$ cat src/rtl/osc_freq_cal.sv
// Ring-oscillator frequency calibrator: counts osc edges per ref_clk window, runs a coarse
// thermometer search, a 5-bit fine SAR, then dead-band tracking of the captured target.
module osc_freq_cal #(
  parameter int CNT_W   = 12,
  parameter int WIN_CYC = 64,
  parameter int TOL     = 2
) (
  input  logic             ref_clk,
  input  logic             rstb,
  input  logic             cal_en,
  input  logic [CNT_W-1:0] target_cnt,
  input  logic [CNT_W-1:0] osc_cnt_gray,
  output logic [7:0]       delay_con_msb,
  output logic [4:0]       delay_con_lsb,
  output logic             cal_busy,
  output logic             locked,
  output logic [CNT_W-1:0] meas_cnt
);
  localparam int WIN_W = $clog2(WIN_CYC);
  localparam logic [CNT_W:0] TOL_W = (CNT_W+1)'(TOL);

  typedef enum logic [1:0] {IDLE, COARSE, FINE, TRACK} state_t;

  state_t           state_reg;
  logic [WIN_W-1:0] win_cnt_reg;
  logic [CNT_W-1:0] prev_reg;
  logic [CNT_W-1:0] target_reg;
  logic [CNT_W-1:0] meas_reg;
  logic [7:0]       msb_reg;
  logic [4:0]       lsb_reg;
  logic [2:0]       bit_reg;
  logic             settle_reg;
  logic             busy_reg;
  logic             locked_reg;
  logic             cal_en_d_reg;

  logic [CNT_W-1:0] osc_bin;
  logic [CNT_W-1:0] delta;
  logic             win_end;
  logic             faster;
  logic             too_fast;
  logic             too_slow;
  logic [4:0]       bit_mask;
  logic [4:0]       fine_lsb;

  genvar gi;
  generate
    for (gi = 0; gi < CNT_W; gi++) begin : g_gray2bin
      assign osc_bin[gi] = ^osc_cnt_gray[CNT_W-1:gi];
    end
  endgenerate

  // Modular subtraction keeps the delta correct across counter wrap.
  assign win_end  = (win_cnt_reg == WIN_W'(WIN_CYC - 1));
  assign delta    = osc_bin - prev_reg;
  assign faster   = (delta > target_reg);
  assign too_fast = ({1'b0, delta} > ({1'b0, target_reg} + TOL_W));
  assign too_slow = (({1'b0, delta} + TOL_W) < {1'b0, target_reg});

  // SAR step: drop the trial bit if the osc came out slow, then try the next lower bit.
  assign bit_mask = 5'd1 << bit_reg;
  assign fine_lsb = ((delta < target_reg) ? (lsb_reg & ~bit_mask) : lsb_reg) | (bit_mask >> 1);

  always_ff @(posedge ref_clk) begin
    if (!rstb) begin
      state_reg    <= IDLE;
      win_cnt_reg  <= '0;
      prev_reg     <= '0;
      target_reg   <= '0;
      meas_reg     <= '0;
      msb_reg      <= 8'h00;
      lsb_reg      <= 5'd0;
      bit_reg      <= 3'd0;
      settle_reg   <= 1'b0;
      busy_reg     <= 1'b0;
      locked_reg   <= 1'b0;
      cal_en_d_reg <= 1'b1;
    end else begin
      cal_en_d_reg <= cal_en;
      win_cnt_reg  <= win_end ? '0 : win_cnt_reg + WIN_W'(1);
      if (win_end)
        prev_reg <= osc_bin;

      if (!cal_en) begin
        busy_reg   <= 1'b0;
        locked_reg <= 1'b0;
        if (state_reg != IDLE) begin
          state_reg   <= IDLE;
          win_cnt_reg <= '0;
        end
      end else begin
        case (state_reg)
          IDLE: begin
            if (!cal_en_d_reg) begin
              target_reg  <= target_cnt;
              msb_reg     <= 8'h00;
              lsb_reg     <= 5'd0;
              busy_reg    <= 1'b1;
              locked_reg  <= 1'b0;
              settle_reg  <= 1'b1;
              win_cnt_reg <= '0;
              state_reg   <= COARSE;
            end
          end
          COARSE: begin
            if (win_end) begin
              if (settle_reg) begin
                settle_reg <= 1'b0;
              end else begin
                meas_reg   <= delta;
                settle_reg <= 1'b1;
                if (faster && msb_reg != 8'hFF) begin
                  msb_reg <= {msb_reg[6:0], 1'b1};
                end else begin
                  msb_reg   <= {1'b0, msb_reg[7:1]};
                  lsb_reg   <= 5'b10000;
                  bit_reg   <= 3'd4;
                  state_reg <= FINE;
                end
              end
            end
          end
          FINE: begin
            if (win_end) begin
              if (settle_reg) begin
                settle_reg <= 1'b0;
              end else begin
                meas_reg   <= delta;
                lsb_reg    <= fine_lsb;
                settle_reg <= (fine_lsb != lsb_reg);
                if (bit_reg != 3'd0) begin
                  bit_reg <= bit_reg - 3'd1;
                end else begin
                  busy_reg   <= 1'b0;
                  locked_reg <= 1'b1;
                  state_reg  <= TRACK;
                end
              end
            end
          end
          TRACK: begin
            if (win_end) begin
              if (settle_reg) begin
                settle_reg <= 1'b0;
              end else begin
                meas_reg <= delta;
                // A step past either end of the fine range means the coarse setting is stale.
                if ((too_fast && lsb_reg == 5'd31) || (too_slow && lsb_reg == 5'd0)) begin
                  msb_reg    <= 8'h00;
                  lsb_reg    <= 5'd0;
                  locked_reg <= 1'b0;
                  busy_reg   <= 1'b1;
                  settle_reg <= 1'b1;
                  state_reg  <= COARSE;
                end else if (too_fast) begin
                  lsb_reg    <= lsb_reg + 5'd1;
                  settle_reg <= 1'b1;
                end else if (too_slow) begin
                  lsb_reg    <= lsb_reg - 5'd1;
                  settle_reg <= 1'b1;
                end
              end
            end
          end
          default: state_reg <= IDLE;
        endcase
      end
    end
  end

  assign delay_con_msb = msb_reg;
  assign delay_con_lsb = lsb_reg;
  assign cal_busy      = busy_reg;
  assign locked        = locked_reg;
  assign meas_cnt      = meas_reg;

endmodule

$ cat config.mk
export PLATFORM = sky130hd
export DESIGN_NAME = osc_freq_cal
export DESIGN_NICKNAME = d
export VERILOG_FILES = /design/src/rtl/osc_freq_cal.sv
export SDC_FILE = /design/constraint.sdc
export NUM_CORES = 1
export LEC_CHECK = 0
export CORE_MARGIN = 4
export CORE_UTILIZATION = 30
export CTS_CLUSTER_DIAMETER = 40
export CTS_CLUSTER_SIZE = 30
export DETAILED_ROUTE_END_ITERATION = 16
export PLACE_DENSITY_LB_ADDON = 0.12
export SLEW_MARGIN = 0
export SYNTH_ARGS = -nofsm -noshare
export SYNTH_HDL_FRONTEND = slang
export SYNTH_SLANG_ARGS = --single-unit
$ cat constraint.sdc
create_clock -name ref_clk -period 25.6 [get_ports ref_clk]
set_input_delay 6.4 -clock ref_clk [delete_from_list [all_inputs] [get_ports ref_clk]]
set_output_delay 6.4 -clock ref_clk [all_outputs]
set_load 0.005 [all_outputs]
After elaboration in Yosys (flattened, before gate mapping):

Index checks and enable logic that the tools add are counted.

* bits in registers: 64
* bits of input ports: 27
* word-level logic and storage cells: 163

* $add $sub $neg: 7
* $lt $le $gt $ge: 4
* eq/ne operators: 29
* shift-type cells: 1
* muxes and demuxes: 72
* bitwise gates (word level): 5
* reduce and logical (&&, ||, !) cells: 33

Operators by type and width (count)
* $mux 5: 12
* $mux 8: 7
* $mux 6: 5
* $ne 3x3->1 const B: 10
* $add 12x2->13 const B: 2
* $mux 2: 12
* $pmux 8 s3: 1
* $reduce_and 8->1: 3
* $mux 1: 23
* $ne 2x2->1 const B: 11
* $pmux 5 s4: 1
* $mux 3: 6
* $gt 12x13->1: 1
* $lt 13x12->1: 1
* $gt 12x12->1: 1
* $lt 12x12->1: 1
* $reduce_xor 12->1: 1
* $sub 12x12->12: 1
* $reduce_and 11->1: 1
* $reduce_xor 11->1: 1
* $reduce_and 10->1: 1
* $reduce_xor 10->1: 1
* $reduce_bool 3->1: 3
* $reduce_xor 9->1: 1
* 37 further kinds: 44

Longest topological paths before layout:

* depth in word-level cells: 11
* gate-level depth with buffers: 28

Worst setup path after synthesis:

No wires, ideal clock.

* path type: input to register
* from: in osc_cnt_gray[11]
* to: reg lsb_reg[4], in the netlist delay_con_lsb[4]
* data arrival time: 12575 ps
* setup slack: 12938 ps
* cell stages on the path: 28
* path buffers: 0
* cells stage by stage: xor2_2 xor2_2 xnor2_2 xor2_2 xnor2_2 xnor2_2 xor2_2 xnor2_2 ha_1 fa_1 nand2b_1 a211o_1 a31oi_1 nor4_1 a311o_1 ha_1 a21o_1 a21oi_1 a221o_1 a41oi_1 inv_1 fa_1 a21o_1 a21oi_1 xnor2_1 xnor2_1 a21oi_1 o31ai_1

* longest elaborated chain between the ends: 10
* elaborated cells between the ends (all ways): 33
* those cells by class: add/sub: 2; order compare: 4; eq/ne: 2; mux: 8; bitwise: 1; reduce/logical: 16

RTL lines
* from (decl): RTL line 12 `input logic [CNT_W-1:0] osc_cnt_gray,`
* $reduce_xor 3->1 *: RTL line 49 `assign osc_bin[gi] = ^osc_cnt_gray[CNT_W-1:gi];`
* net osc_bin[9]: RTL line 37 `logic [CNT_W-1:0] osc_bin;`
* $sub 12x12->12 *: RTL line 55 `assign delta = osc_bin - prev_reg;`
* net delta[10]: RTL line 38 `logic [CNT_W-1:0] delta;`
* $add 12x2->13: RTL line 58 `assign too_slow = (({1'b0, delta} + TOL_W) < {1'b0, target_reg});`
* $lt 13x12->1: RTL line 58
* $logic_and 1x1->1: RTL line 148 `if ((too_fast && lsb_reg == 5'd31) || (too_slow && lsb_reg == 5'd0)) begin`
* $logic_or 1x1->1: RTL line 148
* $mux 5: RTL line 148
* $mux 5: RTL line 143 `if (settle_reg) begin`
* $mux 5: RTL line 142 `if (win_end) begin`
* $pmux 5 s4: RTL line 92 `case (state_reg)`
* to (signal assigned): RTL line 129 `lsb_reg <= fine_lsb;`
* to (signal assigned): RTL line 156 `lsb_reg <= lsb_reg + 5'd1;`
* to (signal assigned): RTL line 159 `lsb_reg <= lsb_reg - 5'd1;`
* to (decl): RTL line 30 `logic [4:0] lsb_reg;`

The timed path passes the listed nets; every way through them passes the cells marked *. The select of a mux whose other input is x is not followed.
A chain may end at the register's enable or synchronous reset.

Worst setup path in the final report:

* from: in osc_cnt_gray[11]
* to: reg lsb_reg[4], in the netlist delay_con_lsb[4]

* longest elaborated chain between the ends: 10
* elaborated cells between the ends (all ways): 33
* those cells by class: add/sub: 2; order compare: 4; eq/ne: 2; mux: 8; bitwise: 1; reduce/logical: 16

RTL lines (RTL line)
* $reduce_xor 2->1 *: 49
* net osc_bin[10]: 37
* $sub 12x12->12 *: 55
* net delta[10]: 38
* $add 12x2->13: 58
* $lt 13x12->1: 58
* $logic_and 1x1->1: 148
* $logic_or 1x1->1: 148
* $mux 5: 148
* $mux 5: 143
* $mux 5: 142
* $pmux 5 s4: 92

Marked as above.

==> flow_metrics.tcl <==
set metrics [dict create \
    slew_viol_final 0 \
    switching_share_pct 41.6 \
    postSynthAreaPerCell_um2 8.00 \
    cp.arrival_ns 13.95 \
    insertedDiodeCount 0 \
    core_um2 16500 \
    period_needed_ns 13.68 \
    clock_sinks 64 \
    fin_skew_ns 0.00583 \
    die-area_um2 19000 \
    die_y_um 138 \
    synth_top_area_cell "dfxtp_1" \
    ys_types 65 \
    hpwl_um 10600 \
    dieWidth_um 138 \
    final_util_pct 36.9 \
    start_kind "input pin" \
    pwr-share-seq_pct 21.4 \
    ir_worst_vdd_mv 0.0433 \
    fmax_mhz 73.1 \
    slowest_stage "a41oi_1" \
    hold_path.class "register to register" \
    setup_viol 0 \
    wl_per_cell_um 15.1 \
    intPower_w 0.000284 \
    area_growth_pct 20.9 \
    grt_max_degree 30 \
    grt_first_pass_wirelength_um 22600 \
    ios 54 \
    grt_antenna_before_repair 0 \
    final_common_cell "nand2_1" \
    crit_family "compound AO/OA/AOI/OAI gates" \
    crit_buf_inv 2 \
    cts-resized-gates 0 \
    synth_top_area_share_pct 25.4 \
    clockPowerShare_pct 26.4 \
    port_buffers 53 \
    synth-edff-count 0 \
    hold_viol_final 0 \
    cts_buffer_depth 2 \
    cts_root_buf "clkbuf_16" \
    cts_buffers 9 \
    drv_cap 0 \
    synthTopCellsByArea "dfxtp_1 (25%), ha_1 (15%), nand2_1 (6.5%)" \
    async_flop_share_pct 0 \
    maxSlewHeadroom_pct 34.7 \
    setup_tns_ns 0 \
    dr.pass1.iters 4 \
    cts_tree "done" \
    rsz0062_at_grt "no" \
    fin_hold_ws_ns 0.443 \
    finalCritPeriodShare_pct 53.4 \
    path_max_fanout 7 \
    gp_congestion 0.831 \
    ys_seq_elements 64 \
    path_class "input pin to register" \
    combPwrFrac_pct 52.1 \
    worstSkewPairLatency_ns 0.35 \
    totalWireLength_um 13600 \
    synth_warnings 0 \
    ant_nets 0 \
    syn-num-nets 721 \
    track_usage_pct 15.2 \
    clkSlewWorstSetupHoldPaths_ns 0.06 \
    p_leak_nw 2.25 \
    fp-row-count 47 \
    drc 0 \
    fin_nets 767 \
    ys.flop_type "dfxtp_1" \
    grt_pass1_vias 4568 \
    syn_area_um2 5050 \
    dr.first_iter.drc_count 253 \
    via_count 4594 \
    htree_num_levels 3 \
    p_total_w 0.000487 \
    netlist_instances 631 \
    avgViaCountPerCell 5.09 \
    slowest_delay_ns 0.59 \
    cts_setup_buffers 0 \
    cp-end-kind "register" \
    cts_hold_buf 0 \
    grt.overflow.total 0 \
    required_ns 25.87 \
    drive_above_1_share_pct 6.45 \
    status "finished clean" \
    seq_area_frac_synth_pct 25.4 \
    start_util_pct 30.5 \
    layout_common_cells "nand2_1 (88), dfxtp_1 (64), ha_1 (61)" \
    power.density_nw_per_um2 79.8 \
    p_switching_w 0.000202 \
    worstMarginPinSlew_ns 0.975 \
]
-- area by class of cell --
class                   instances  area (um2)
inverters                      47         176
clock inverters                 5        55.1
well taps                     220         275
multi-input cells             499        3500
clock buffers                  11         253
repair buffers                 56         553
flip-flops and latches         64        1280
fillers                      1688       10400
-- kinds of logic after synthesis --
family	count (synthesis)	share of synthesized area [%]
fa+ha+maj	63	15.9
mux	20	4.12
flops	64	25.4
compound gates	147	19.7
buf+inv	68	5.16
xor+xnor	46	9.17
simple gates	223	20.5
-- metrics by stage --
stage / instance area [um2] / worst slack [ns] / instances
floorplan: 5050 / 12.94 / 631
global route: 6100 / 11.38 / 902
CTS: 6100 / 11.91 / 902
finish: 6100 / 11.92 / 902
detailed placement: 5790 / 11.53 / 886
global placement: 5790 / 11.89 / 886
-- Yosys cell counts (4+ instances only) --
library cell  instances
nand2_1              88
dfxtp_1              64
ha_1                 61
a21oi_1              55
inv_1                47
nor2_1               47
nand3_1              30
xnor2_1              24
clkbuf_1             19
o21ai_0              19
mux2i_1              14
xor2_1               14
a211oi_1              9
a22o_1                9
nand4_1               9
and3_1                8
nand2b_1              7
a21o_1                6
a31oi_1               6
mux2_2                6
nor3_1                5
o211ai_1              5
and2_1                4
nor2b_1               4
nor4_1                4
or2_2                 4
xnor2_2               4
xor2_2                4
-- worst paths after layout --
| kind | start | to | slack, ns | depth (start not counted) |
|---|---|---|---|---|
| max | osc_cnt_gray[11] | delay_con_lsb[4]$_SDFFE_PN0P_ | 11.92 | 29 |
| min | win_cnt_reg[0]$_SDFF_PN0_ | win_cnt_reg[0]$_SDFF_PN0_ | 0.44 | 1 |
| max reg2reg | prev_reg[0]$_SDFFE_PN0P_ | delay_con_lsb[4]$_SDFFE_PN0P_ | 19.95 | 20 |
| min reg2reg | win_cnt_reg[0]$_SDFF_PN0_ | win_cnt_reg[0]$_SDFF_PN0_ | 0.44 | 1 |
-- layer usage --
metal	vias up	wire [um]	share of wire, %	GRT usage [%]
met2	53	6400	47	24.8
li1	2324	-	-	-
met3	15	510	3.8	2.78
met1	2202	6460	47	19.9
met4	0	229	1.7	5.93
met5	-	0	0	0
-- power by group through the flow --
| stage | Sequential [W] | Clock (W) | Combinational (W) |
|---|---|---|---|
| after detailed placement | 0.000106 | 0 | 0.000252 |
| after global placement | 0.000106 | 0 | 0.000244 |
| final | 0.000104 | 0.000129 | 0.000254 |
| after global routing | 0.000105 | 0.000135 | 0.000290 |
| after CTS | 0.000104 | 0.000132 | 0.000255 |
| after floorplan | 0.000106 | 0 | 0.000192 |
Note: power is estimated with default switching activity, not from simulation.
